**src/rtl/q_row_fetch.sv**
```systemverilog
// Fetches one Q-table row (ACTIONS words of a state) from the synchronous RAM,
// one action per cycle, and presents it as a packed row with a one-cycle valid pulse.
module q_row_fetch #(
   parameter int DATA_WIDTH    = 32,
   parameter int ACTIONS       = 4,
   parameter int ACTIONS_WIDTH = 2,
   parameter int STATE_WIDTH   = 4
) (
   input  logic                                clk,
   input  logic                                rst_n,
   input  logic                                i_valid,
   input  logic [STATE_WIDTH-1:0]              i_state,
   output logic                                o_ram_rd_en,
   output logic [STATE_WIDTH+ACTIONS_WIDTH-1:0] o_ram_addr,
   input  logic [DATA_WIDTH-1:0]               i_ram_data,
   output logic [DATA_WIDTH*ACTIONS-1:0]       o_data,
   output logic [STATE_WIDTH-1:0]              o_state,
   output logic                                o_valid,
   output logic                                o_busy
);

   localparam int ROW_W  = DATA_WIDTH * ACTIONS;
   localparam int ADDR_W = STATE_WIDTH + ACTIONS_WIDTH;
   localparam logic [ACTIONS_WIDTH-1:0] LAST_ACT = ACTIONS_WIDTH'(ACTIONS - 1);

   typedef enum logic [1:0] {
      IDLE = 2'd0,
      READ = 2'd1,
      WAIT = 2'd2
   } state_e;

   state_e                    state_q, state_d;
   logic [STATE_WIDTH-1:0]    st_q, st_d;
   logic [ACTIONS_WIDTH-1:0]  cnt_q, cnt_d;
   logic [ACTIONS_WIDTH-1:0]  cnt_inc;
   logic                      rd_en_q, rd_en_d;
   logic [ADDR_W-1:0]         addr_q, addr_d;
   logic                      cap_en_q, cap_en_d;
   logic [ACTIONS_WIDTH-1:0]  cap_idx_q, cap_idx_d;
   logic [ROW_W-1:0]          row_buf_q, row_buf_d;
   logic [ROW_W-1:0]          data_q, data_d;
   logic [STATE_WIDTH-1:0]    ostate_q, ostate_d;
   logic                      valid_q, valid_d;
   logic                      busy_q, busy_d;

   // Request handshake: i_valid is a strobe with no ready; it is accepted only
   // on an edge where the FSM is IDLE and dropped otherwise. o_valid is a
   // one-cycle pulse with no back-pressure; o_data/o_state hold until the next one.
   always_comb begin
      state_d   = state_q;
      st_d      = st_q;
      cnt_d     = cnt_q;
      cnt_inc   = cnt_q + 1'b1;
      rd_en_d   = 1'b0;
      addr_d    = addr_q;
      data_d    = data_q;
      ostate_d  = ostate_q;
      valid_d   = 1'b0;

      // Read data returns one cycle after the read edge, so the lane index
      // travels alongside it through a one-cycle delay.
      cap_en_d  = rd_en_q;
      cap_idx_d = addr_q[ACTIONS_WIDTH-1:0];

      row_buf_d = row_buf_q;
      if (cap_en_q) begin
         for (int k = 0; k < ACTIONS; k++) begin
            if (cap_idx_q == ACTIONS_WIDTH'(k)) begin
               row_buf_d[k*DATA_WIDTH +: DATA_WIDTH] = i_ram_data;
            end
         end
      end

      case (state_q)
         IDLE: begin
            if (i_valid) begin
               st_d    = i_state;
               cnt_d   = '0;
               rd_en_d = 1'b1;
               addr_d  = {i_state, {ACTIONS_WIDTH{1'b0}}};
               state_d = READ;
            end
         end
         READ: begin
            if (cnt_q == LAST_ACT) begin
               state_d = WAIT;
            end else begin
               cnt_d   = cnt_inc;
               rd_en_d = 1'b1;
               addr_d  = {st_q, cnt_inc};
            end
         end
         WAIT: begin
            // The last lane lands in this edge; publish the buffer including it.
            data_d   = row_buf_d;
            ostate_d = st_q;
            valid_d  = 1'b1;
            state_d  = IDLE;
         end
         default: begin
            state_d = IDLE;
         end
      endcase

      busy_d = (state_d != IDLE);
   end

   always_ff @(posedge clk or negedge rst_n) begin
      if (!rst_n) begin
         state_q   <= IDLE;
         st_q      <= '0;
         cnt_q     <= '0;
         rd_en_q   <= 1'b0;
         addr_q    <= '0;
         cap_en_q  <= 1'b0;
         cap_idx_q <= '0;
         row_buf_q <= '0;
         data_q    <= '0;
         ostate_q  <= '0;
         valid_q   <= 1'b0;
         busy_q    <= 1'b0;
      end else begin
         state_q   <= state_d;
         st_q      <= st_d;
         cnt_q     <= cnt_d;
         rd_en_q   <= rd_en_d;
         addr_q    <= addr_d;
         cap_en_q  <= cap_en_d;
         cap_idx_q <= cap_idx_d;
         row_buf_q <= row_buf_d;
         data_q    <= data_d;
         ostate_q  <= ostate_d;
         valid_q   <= valid_d;
         busy_q    <= busy_d;
      end
   end

   assign o_ram_rd_en = rd_en_q;
   assign o_ram_addr  = addr_q;
   assign o_data      = data_q;
   assign o_state     = ostate_q;
   assign o_valid     = valid_q;
   assign o_busy      = busy_q;

endmodule

```
**config.mk**
```make
export PLATFORM = sky130hd
export DESIGN_NAME = q_row_fetch
export DESIGN_NICKNAME = d
export VERILOG_FILES = /design/src/rtl/q_row_fetch.sv
export SDC_FILE = /design/constraint.sdc
export NUM_CORES = 1
export LEC_CHECK = 0
export ABC_CLOCK_PERIOD_IN_PS = 3500
export BUFFER_PORTS_ARGS = -buffer_cell sky130_fd_sc_hd__buf_2
export CAP_MARGIN = 20
export CORE_MARGIN = 4
export CORE_UTILIZATION = 60
export DETAILED_ROUTE_END_ITERATION = 8
export GPL_TIMING_DRIVEN = 1
export PLACE_DENSITY = 0.91
export SETUP_SLACK_MARGIN = 0.02
export SLEW_MARGIN = 20
export SYNTH_ARGS = -nofsm -noshare
export SYNTH_HDL_FRONTEND = slang
export SYNTH_SLANG_ARGS = --single-unit
```
**constraint.sdc**
```tcl
create_clock -name clk -period 3.5 [get_ports clk]
set_input_delay 0.175 -clock clk [delete_from_list [all_inputs] [get_ports clk]]
set_output_delay 0.175 -clock clk [all_outputs]
set_load 0.02 [all_outputs]
```
== Yosys cells after proc, flatten, opt, wreduce, memory -nomap -nowiden ==
Cells that the tools add are included.
Operators by class
  reduce and logical (&&, ||, !) cells: 6
  $add $sub $neg: 1
  equal/unequal tests: 8
  muxes and demuxes: 18
Operators by type and width (number)
  128-bit 2-to-1 mux: 1
  32-bit 2-to-1 mux: 4
  6-bit 2-to-1 mux: 2
  6-bit one-hot mux with 2 select lines: 1
  2-bit equality test, second input constant: 4
  2-bit 2-to-1 mux: 4
  2-bit one-hot mux with 2 select lines: 2
  2-bit by 1-bit equality test with 1-bit output, second input constant: 2
  2-bit zero test: 2
  2-bit != test, second input constant: 2
  2-bit nonzero test: 2
  1-bit 2-to-1 mux: 3
  3-bit AND reduction: 1
  2-bit by 1-bit adder with 2-bit output, second input constant: 1
  1-bit one-hot mux with 2 select lines: 1
  2-bit AND reduction: 1
Storage, ports and cells
  register bits: 280
  word-level logic and storage cells: 45
  output and inout bits: 141
  input port bits: 39

== Longest topological paths before layout ==
Gate-level depths: netlist of the first run.
  depth in word-level cells: 4
  depth in mapped cells: 7
  gate-level depth less buffers: 4

== Worst setup path after synthesis of the first run ==
No wires, ideal clock.
  path type: register -> register
  from: reg cnt_q[0]
  to: reg addr_q[2], in the netlist o_ram_addr[2]
  cell stages (with the launch flop): 4
  setup slack: 2026 ps
  data required time: 3375 ps
  library setup time: 125 ps
  buffers on the path: 0
  period minus slack after synthesis: 1474 ps
  arrival: 1349 ps
  path through: dfrtp_1 > ha_1 > a21oi_2 > mux2_2
On the way
  cells in the longest elaborated chain, start to end: 3
Ends and longest elaborated chain
  start, declared: RTL line 34  | logic [ACTIONS_WIDTH-1:0] cnt_q, cnt_d;
  start signal, assigned: RTL line 125  | cnt_q <= cnt_d;
  2-bit equality test: RTL line 85  | if (cnt_q == LAST_ACT) begin
  2-bit != test (no source line)
  3-bit AND reduction (no source line)
  end signal, assigned: RTL line 127  | addr_q <= addr_d;
  end, declared: RTL line 37  | logic [ADDR_W-1:0] addr_q, addr_d;
No other way between the ends.
A chain may end at the register's enable or synchronous reset.

== Final worst setup path of the first run ==
  from: reg cap_en_q
  to: reg data_q[5], in the netlist o_data[5]
On the way
  cells in the longest elaborated chain, start to end: 1
Ends and longest elaborated chain
  start, declared: RTL line 38  | logic cap_en_q, cap_en_d;
  start signal, assigned: RTL line 128  | cap_en_q <= cap_en_d;
  128-bit 2-to-1 mux: RTL line 66  | if (cap_en_q) begin
  end signal, assigned: RTL line 131  | data_q <= data_d;
  end, declared: RTL line 41  | logic [ROW_W-1:0] data_q, data_d;
No other way between the ends.

==> results.py, run 1 <==
metrics = {
    "power_and_ir_drop": {
        "total_power_mw": 13.37,
        "intPower_mw": 8.071,
        "power_density_mw_per_mm2": 1054,
        "p_sw_mw": 5.300,
        "clkPwrFrac_pct": 21.9,
        "p_sw_share_pct": 39.64,
        "leakage_nw": 6.134,
        "peakVddDrop_mv": 0.6604,
        "combPwrFrac_pct": 37.0,
        "power.share.sequential_pct": 41.1,
    },
    "critical_path": {
        "r2r_end": "o_data[5]",
        "endpoint_kind": "flop",
        "cp.arrival_ns": 2.54,
        "rrSetupSlack_ns": 1.38,
        "cp_max_fo": 17,
        "crit_required_ns": 3.92,
        "crit_path_max_incr_delay_ns": 0.78,
        "crit_family": "simple AND/OR/NAND/NOR gates",
        "reg2reg_from": "cap_en_q",
        "crit_buf_inv": 1,
        "start_kind": "flop",
        "critPathKind": "flop to flop",
        "crit_slowest_cell": "nor3b_4",
        "ff2ff_path_depth": 4,
        "critical_path_cell_count": 4,
        "cp_cell_sequence": "nor3b_4 -> buf_4 -> nand2_1 -> a31oi_1",
    },
    "sta": {
        "holdWs_ns": 0.3329,
        "hold_viol": 0,
        "final.setup_skew_ns": 0.007694,
        "fin_crit_ns": 2.120,
        "max_freq_mhz": 471.7,
        "postLayoutSetupSlackWorst_ns": 1.380,
        "fin_setup_tns_ns": 0,
        "maxSlewHeadroom_pct": 30.89,
        "worst_pin_slew_ns": 1.037,
        "slew_violations": 0,
        "period_share_pct": 60.57,
        "rsz0062_at_grt": "no",
        "setup_viol": 0,
    },
    "yosys": {
        "yosysTopAreaCell": "dfrtp_1",
        "synthTopCellsByArea": "dfrtp_1 (67%), nand2_1 (14%), a31oi_1 (7.7%)",
        "syn_nets": 1055,
        "ys_seq_area_share_pct": 66.90,
        "syn_inst": 1015,
        "synth.cell_area_mm2": 0.01040,
        "yosysUniqueCellTypes": 27,
        "synth-seq-cells": 278,
        "synth_top_area_share_pct": 66.90,
        "synth_warnings": 0,
        "avgSynthCellArea_um2": 10.25,
    },
    "final_layout": {
        "syn2layout_area_growth_pct": 21.95,
        "n_antenna_cell": 0,
        "fillCellCount": 1077,
        "drive_above_1_share_pct": 21.28,
        "fin_nets": 1256,
        "final_cells": 1456,
        "final_core_util_pct": 75.66,
        "fin_area_mm2": 0.01268,
    },
    "global_routing": {
        "grt_max_degree": 124,
        "grt_pass1_vias": 8491,
        "grt_use_total_pct": 26.92,
        "grt_pass1_wl_mm": 42.99,
        "antenna_found_initial": 0,
        "grt_overflow_total": 0,
    },
    "routing": {
        "wl_mm": 26.05,
        "drc": 0,
        "first_iter_violations": 645,
        "wl_met1_mm": 10.32,
        "postRouteAntennaNets": 0,
        "vias_per_cell": 5.687,
        "route.met3.wl_mm": 2.145,
        "num_vias": 8280,
        "top_layer": "met4",
        "drt-pass1-iter-count": 5,
        "wl_per_cell_um": 17.89,
        "wl_met2_mm": 12.82,
    },
    "cts": {
        "worstSkewPairLatency_ns": 0.52,
        "clk_pin_slew_worst_paths_ns": 0.06,
        "cts.path.max_buffers": 3,
        "clock_sinks": 278,
        "root_buffer": "clkbuf_16",
        "h-tree-depth": 1,
        "numCtsBuffers": 27,
        "cts_tree": "done",
    },
    "job": {
        "drv_cap": 0,
    },
    "placed_design": {
        "dp.cells": 1369,
        "io_buffers": 179,
        "postPlaceCellArea_mm2": 0.01139,
        "place_ws_ns": 1.503,
        "finalWeightedCongestion": 0.7704,
        "hpwl_mm": 15.79,
    },
    "die": {
        "num_rows": 47,
        "die_x_um": 139.7,
        "dieHeight_um": 139.7,
        "core_mm2": 0.01676,
        "ios": 180,
        "die-area_mm2": 0.01950,
        "start_util_pct": 62.05,
    },
    "worst_hold_path": {
        "hold_path_class": "input pin to async pin",
    },
    "outcome": {
        "status": "completed",
    },
}
## power groups by stage
stage	combinational (mW)	clock (mW)	sequential [mW]
2_1_floorplan	2.52	0	6.19
3_3_place_gp	4.59	0	5.44
3_5_place_dp	4.84	0	5.49
4_1_cts	4.94	2.96	5.46
5_1_grt	5.45	3.10	5.63
6_report	4.94	2.93	5.49
## how the worst max path moves through the flow
stage                 startpoint             to  slack (ns)
global route            cap_en_q      o_data[5]        1.28
finish                  cap_en_q      o_data[5]        1.38
CTS                 cap_idx_q[1]      o_data[9]        1.49
global placement    cap_idx_q[1]     o_data[12]        1.64
detailed placement      cap_en_q     o_data[14]        1.50
floorplan               cnt_q[0]  o_ram_addr[2]        2.03
## cell usage in the layout, fill, tap and decap left out
cell,n
buf_8,1
clkinv_2,2
clkbuf_16,27
buf_2,178
nand3b_1,2
inv_1,2
a31oi_1,128
ha_1,1
o21bai_1,1
and3b_1,2
and3_1,1
mux2_2,13
clkbuf_8,8
clkbuf_1,6
a21oi_2,1
buf_4,10
nand2_1,374
a22o_1,3
mux2_1,4
a21oi_1,1
inv_6,1
bufinv_16,2
nand2b_1,1
nand3_2,1
clkinvlp_4,3
nor2_1,130
or3b_2,1
dlygate4sd3_1,38
dfrtp_1,278
buf_12,3
nor3b_1,1
nor2b_4,1
nor3b_4,1
nand2_2,10
## cell families after synthesis
logic type	Yosys count	synth area share, %
AO/OA/AOI/OAI	134	8.158
adder cells (fa/ha/maj)	1	0.1203
buffers and inverters	60	3.345
flip-flops	278	66.90
multiplexers	17	1.841
AND/OR/NAND/NOR	525	19.64
## synthesized netlist by cell type, drive strengths merged
library cell,instances
nor2b,1
and3b,2
and3,1
inv,2
nand3,1
clkbuf,9
ha,1
a21oi,2
nand3b,2
o21bai,1
nor3b,2
a22o,3
buf,49
nand2b,1
a31oi,128
nand2,384
dfrtp,278
or3b,1
nor2,130
mux2,17
## registers in the layout, indices dropped and copies added (netlist names), 2 cells and up
signal      flops
cap_idx_q       2
o_data        128
o_ram_addr      5
o_state         4
row_buf_q     128
st_q            4
state_q         2
## repair_timing
action	in CTS	in global routing
buffers inserted	0	0
hold endpoints to repair	361	0
hold buffers	38	0
setup endpoints to repair	0	0
resized for setup	0	0
## layer usage
metal  vias up  global-route usage (%)
li1       3749                       -
met1      4087                   36.08
met2       371                   45.32
met3        73                   5.214
met4         0                   8.159
met5         -                       0
## layout make-up
class | count | area [µm²] | area share, %
multi-input cells | 677 | 3110 | 24.53
repair buffers | 230 | 1421 | 11.21
well taps | 220 | 275.3 | 2.171
flip-flops and latches | 278 | 6957 | 54.86
clock buffers | 41 | 808.3 | 6.374
clock inverters | 8 | 101.3 | 0.7992
inverters | 2 | 7.507 | 0.05920
Note: power is estimated with default switching activity, not from simulation.
==> run 2: changes to the inputs <==
--- a/config.mk
+++ b/config.mk
@@ -5,14 +5,14 @@
 export SDC_FILE = /design/constraint.sdc
 export NUM_CORES = 1
 export LEC_CHECK = 0
-export ABC_CLOCK_PERIOD_IN_PS = 3500
+export ABC_CLOCK_PERIOD_IN_PS = 1800
 export BUFFER_PORTS_ARGS = -buffer_cell sky130_fd_sc_hd__buf_2
 export CAP_MARGIN = 20
 export CORE_MARGIN = 4
-export CORE_UTILIZATION = 60
+export CORE_UTILIZATION = 50
 export DETAILED_ROUTE_END_ITERATION = 8
 export GPL_TIMING_DRIVEN = 1
-export PLACE_DENSITY = 0.91
+export PLACE_DENSITY = 0.81
 export SETUP_SLACK_MARGIN = 0.02
 export SLEW_MARGIN = 20
 export SYNTH_ARGS = -nofsm -noshare
==> constraint.sdc (replaced) <==
create_clock -name clk -period 1.8 [get_ports clk]
set_input_delay 0.09 -clock clk [delete_from_list [all_inputs] [get_ports clk]]
set_output_delay 0.09 -clock clk [all_outputs]
set_load 0.02 [all_outputs]
==> results.py, run 2 (synthesized netlist as in run 1, its figures left out) <==
metrics = {
    "cts": {
        "h-tree-depth": 1,
        "cts_resized": 0,
        "cts.path.max_buffers": 3,
        "numCtsBuffers": 28,
        "root_buffer": "clkbuf_16",
        "clk_pin_slew_worst_paths_ns": 0.06,
        "worstSkewPairLatency_ns": 0.53,
        "clock_sinks": 278,
        "cts_tree": "done",
    },
    "final_layout": {
        "fin_nets": 1282,
        "final_cells": 1534,
        "n_antenna_cell": 0,
        "drive_above_1_share_pct": 23.10,
        "syn2layout_area_growth_pct": 25.87,
        "layout_common_cells": "nand2_1 (374), dfrtp_1 (278), buf_2 (178)",
        "fin_area_mm2": 0.01309,
        "layout_commonest_cell": "nand2_1",
    },
    "routing": {
        "postRouteAntennaNets": 0,
        "vias_per_cell": 5.416,
        "drt-pass1-iter-count": 5,
        "wl_per_cell_um": 16.94,
        "drc": 0,
        "num_vias": 8308,
        "wl_mm": 25.99,
        "first_iter_violations": 371,
    },
    "die": {
        "die_x_um": 152.2,
        "num_rows": 52,
        "core_mm2": 0.02036,
        "dieHeight_um": 152.2,
        "start_util_pct": 51.06,
        "ios": 180,
        "die-area_mm2": 0.02317,
    },
    "sta": {
        "fin_setup_tns_ns": 0,
        "period_share_pct": 87.65,
        "hold_viol": 0,
        "fin_crit_ns": 1.578,
        "maxSlewHeadroom_pct": 65.91,
        "rsz0062_at_grt": "no",
        "setup_viol": 0,
        "worst_pin_slew_ns": 0.5114,
        "max_freq_mhz": 633.8,
        "final.setup_skew_ns": 0.01493,
        "slew_violations": 0,
    },
    "global_routing": {
        "grt_pass1_wl_mm": 43.38,
        "grt_overflow_total": 0,
        "grt_max_degree": 65,
        "grt_use_total_pct": 22.50,
        "antenna_found_initial": 0,
        "grt_pass1_vias": 8646,
    },
    "power_and_ir_drop": {
        "power_density_mw_per_mm2": 2012,
        "peakVddDrop_mv": 1.250,
        "total_power_mw": 26.33,
        "leakage_nw": 6.325,
    },
    "outcome": {
        "status": "completed",
    },
    "placed_design": {
        "hpwl_mm": 17.01,
        "finalWeightedCongestion": 0.7550,
        "io_buffers": 179,
        "dp.cells": 1444,
        "postPlaceCellArea_mm2": 0.01176,
    },
    "critical_path": {
        "crit_path_max_incr_delay_ns": 0.48,
        "crit_required_ns": 2.25,
        "cp.arrival_ns": 2.02,
        "crit_family": "buffers and inverters",
        "critPathKind": "flop to flop",
        "crit_slowest_cell": "dfrtp_1",
        "cp_max_fo": 43,
        "crit_buf_inv": 2,
        "endpoint_kind": "flop",
        "start_kind": "flop",
        "cp_cell_sequence": "nor2b_4 -> buf_12 -> buf_4 -> nor2_1 -> a31oi_1",
    },
    "job": {
        "drv_cap": 0,
    },
    "worst_hold_path": {
        "hold_path_class": "input pin to async pin",
    },
}
==> run 2: cell count changes in the layout (fill, tap and decap cells not counted), sizes merged <==
cell	change
clkinv	+3
buf	+25
clkinvlp	-3
inv	-1
clkbuf	+4
==> run 2: timing repair <==
item | 4_1_cts | 5_1_grt
hold endpoints to repair | 544 | 0
buffers inserted | 0 | 0
endpoints found under the setup margin | 0 | 0
hold buffers | 38 | 0
==> run 2: layer usage <==
| layer | wire length, µm | GRT usage [%] |
|---|---|---|
| met4 | 866 | 8.091 |
| met2 | 12660 | 37.49 |
| met3 | 1993 | 5.425 |
| met1 | 10480 | 29.04 |
| met5 | 0 | 0 |
==> run 2: stage by stage <==
step	hold WS, ns	setup WS (ns)	utilization (%)
floorplan	-0.2056	0.3260	-
global placement	0.06162	0.2940	57.74
detailed placement	0.06454	0.2405	57.74
CTS	0.09759	0.2237	64.27
global route	0.1235	0.1227	64.27
finish	0.09196	0.2223	64.27
==> run 2: worst paths after layout <==
kind | end | depth (start not counted) | startpoint | slack, ns
worst max-delay path | o_data[95] | 5 | state_q[0] | 0.22
worst min-delay path | row_buf_q[41] | 2 | rst_n | 0.09
worst max register to register | o_data[95] | 5 | state_q[0] | 0.22
worst min register to register | cap_en_q | 0 | o_ram_rd_en | 0.40
max in group asynchronous | row_buf_q[61] | 3 | rst_n | 0.99
min in group clk | st_q[0] | 3 | i_state[0] | 0.33
==> run 2: layout make-up <==
| class | count | area [µm²] |
|---|---|---|
| repair buffers | 255 | 1722 |
| inverters | 2 | 7.507 |
| clock inverters | 7 | 85.08 |
| fillers | 1546 | 7276 |
| well taps | 270 | 337.8 |
| multi-input cells | 677 | 3114 |
| flip-flops and latches | 278 | 6957 |
| clock buffers | 45 | 865.8 |
==> run 2: power by group <==
part           internal [mW]  switching, mW
Sequential              9.18           1.37
Clock                   3.56           2.34
Combinational           3.38           6.50
Total                   16.1           10.2
==> run 3: changes to the inputs <==
--- a/config.mk
+++ b/config.mk
@@ -7,13 +7,13 @@
 export LEC_CHECK = 0
 export ABC_CLOCK_PERIOD_IN_PS = 1800
 export BUFFER_PORTS_ARGS = -buffer_cell sky130_fd_sc_hd__buf_2
-export CAP_MARGIN = 20
 export CORE_MARGIN = 4
-export CORE_UTILIZATION = 50
+export CORE_UTILIZATION = 52
+export CTS_BUF_LIST = sky130_fd_sc_hd__clkbuf_8
 export DETAILED_ROUTE_END_ITERATION = 8
 export GPL_TIMING_DRIVEN = 1
-export PLACE_DENSITY = 0.81
-export SETUP_SLACK_MARGIN = 0.02
+export PLACE_DENSITY = 0.84
+export SETUP_SLACK_MARGIN = 0.4
 export SLEW_MARGIN = 20
 export SYNTH_ARGS = -nofsm -noshare
 export SYNTH_HDL_FRONTEND = slang
==> results.py, run 3 (synthesized netlist as in run 1, its figures left out) <==
metrics = {
    "outcome": {
        "status": "completed",
    },
    "routing": {
        "num_vias": 8781,
        "postRouteAntennaNets": 0,
        "vias_per_cell": 5.512,
        "route.met3.wl_mm": 2.846,
        "drt-pass1-iter-count": 5,
        "wl_met2_mm": 15.30,
        "drc": 0,
        "first_iter_violations": 578,
        "wl_per_cell_um": 19.56,
        "wl_met1_mm": 11.92,
        "top_layer": "met4",
        "wl_mm": 31.15,
    },
    "final_layout": {
        "layout_common_cells": "nand2_1 (369), dfrtp_1 (273), buf_2 (178)",
        "layout_commonest_cell": "nand2_1",
        "fin_area_mm2": 0.01422,
        "drive_above_1_share_pct": 29.97,
        "final_core_util_pct": 72.59,
        "fillCellCount": 1258,
        "n_antenna_cell": 0,
        "fin_nets": 1337,
        "syn2layout_area_growth_pct": 36.76,
    },
    "critical_path": {
        "startpoint": "state_q[0]",
        "critPathKind": "flop to flop",
        "endpoint_kind": "flop",
        "cp_cell_sequence": "nor2b_4 -> buf_12 -> buf_12 -> buf_12 -> nor2_2 -> a31oi_1",
        "cp_max_fo": 7,
        "reg2reg_from": "state_q[0]",
        "critPathMostFrequentCell": "buf_12",
        "cp.arrival_ns": 1.87,
        "crit_path_max_incr_delay_ns": 0.47,
        "crit_buf_inv": 3,
        "crit_required_ns": 2.23,
        "crit_family": "flip-flops",
        "start_kind": "flop",
        "crit_slowest_cell": "dfrtp_2",
    },
    "cts": {
        "cts_tree": "done",
        "root_buffer": "clkbuf_8",
        "h-tree-depth": 2,
        "clk_pin_slew_worst_paths_ns": 0.06,
        "cts.path.max_buffers": 3,
        "numCtsBuffers": 44,
        "clock_sinks": 278,
        "worstSkewPairLatency_ns": 0.54,
    },
    "die": {
        "die_x_um": 149.4,
        "core_mm2": 0.01959,
        "dieHeight_um": 149.4,
        "ios": 180,
        "start_util_pct": 53.08,
        "die-area_mm2": 0.02232,
        "num_rows": 51,
    },
    "job": {
        "drv_cap": 0,
    },
    "sta": {
        "max_freq_mhz": 696.9,
        "holdWs_ns": 0.08732,
        "worst_pin_slew_ns": 0.4670,
        "fin_crit_ns": 1.435,
        "final.setup_skew_ns": 0.01721,
        "slew_violations": 0,
        "period_share_pct": 79.71,
        "setup_viol": 0,
        "fin_setup_tns_ns": 0,
        "rsz0062_at_grt": "yes",
        "maxSlewHeadroom_pct": 68.87,
        "hold_viol": 0,
    },
    "power_and_ir_drop": {
        "power_density_mw_per_mm2": 1938,
        "leakage_nw": 6.794,
        "peakVddDrop_mv": 1.039,
    },
    "placed_design": {
        "postPlaceCellArea_mm2": 0.01172,
        "io_buffers": 179,
        "hpwl_mm": 16.53,
        "finalWeightedCongestion": 0.8037,
    },
    "global_routing": {
        "grt_max_degree": 68,
        "grt_pass1_wl_mm": 43.82,
        "grt_pass1_vias": 8623,
        "grt_overflow_total": 0,
        "antenna_found_initial": 0,
        "grt_use_total_pct": 24.81,
    },
    "worst_hold_path": {
        "hold_path_class": "input pin to async pin",
    },
}
==> run 3: cell count changes in the layout (fill, tap and decap cells not counted), sizes merged <==
cell / previous run / this run
inv: 2 / 22
bufinv: 2 / 1
clkinvlp: 0 / 2
buf: 217 / 239
clkinv: 5 / 3
clkbuf: 45 / 68
==> run 3: final cells by class <==
type / count / area (µm²) / share of cell area (%)
multi-input combinational: 677 / 3430 / 24.12
clock buffer: 51 / 701.9 / 4.936
sequential: 278 / 6963 / 48.96
inverter: 2 / 7.507 / 0.05279
clock inverter: 26 / 135.1 / 0.9502
tap: 265 / 331.6 / 2.332
timing repair buffer: 294 / 2653 / 18.65
==> run 3: per-stage QoR <==
stage,total power [mW],std cells,setup WS (ns)
finish,27.55,1593,0.3652
global route,29.17,1593,0.3186
CTS,26.01,1564,0.3800
detailed placement,20.44,1434,0.2322
global placement,19.93,1434,0.2947
floorplan,16.96,1015,0.4218
==> run 3: power breakdown <==
| part | switching (mW) | total (mW) | internal, mW |
|---|---|---|---|
| sequential | 1.61 | 10.8 | 9.20 |
| combinational | 7.17 | 11.6 | 4.47 |
| clock | 2.38 | 5.09 | 2.71 |
==> run 3: timing repair <==
action | in CTS | in global routing
endpoints found under the setup margin | 159 | 128
pin swaps | 1 | 19
cloned | 6 | 19
setup buffers | 9 | 10
hold buffers | 38 | 0
endpoints found under the hold margin | 544 | 0
gates resized for setup | 24 | 108
==> run 3: path summary, 6_finish.rpt <==
check	to	slack (ns)	depth (start not counted)
max in group asynchronous	cap_en_q	1.00	3
setup / recovery	o_data[113]	0.37	6
min in group clk	st_q[0]	0.34	3
setup reg to reg	o_data[113]	0.37	6
hold / removal	row_buf_q[42]	0.09	2
hold reg to reg	cap_en_q	0.44	0
==> run 3: routing by layer <==
layer  track usage (%)  up-vias
met2             40.16      469
met3             6.087       86
li1                  -     3928
met4             8.696        0
met5                 0        -
met1             33.13     4298
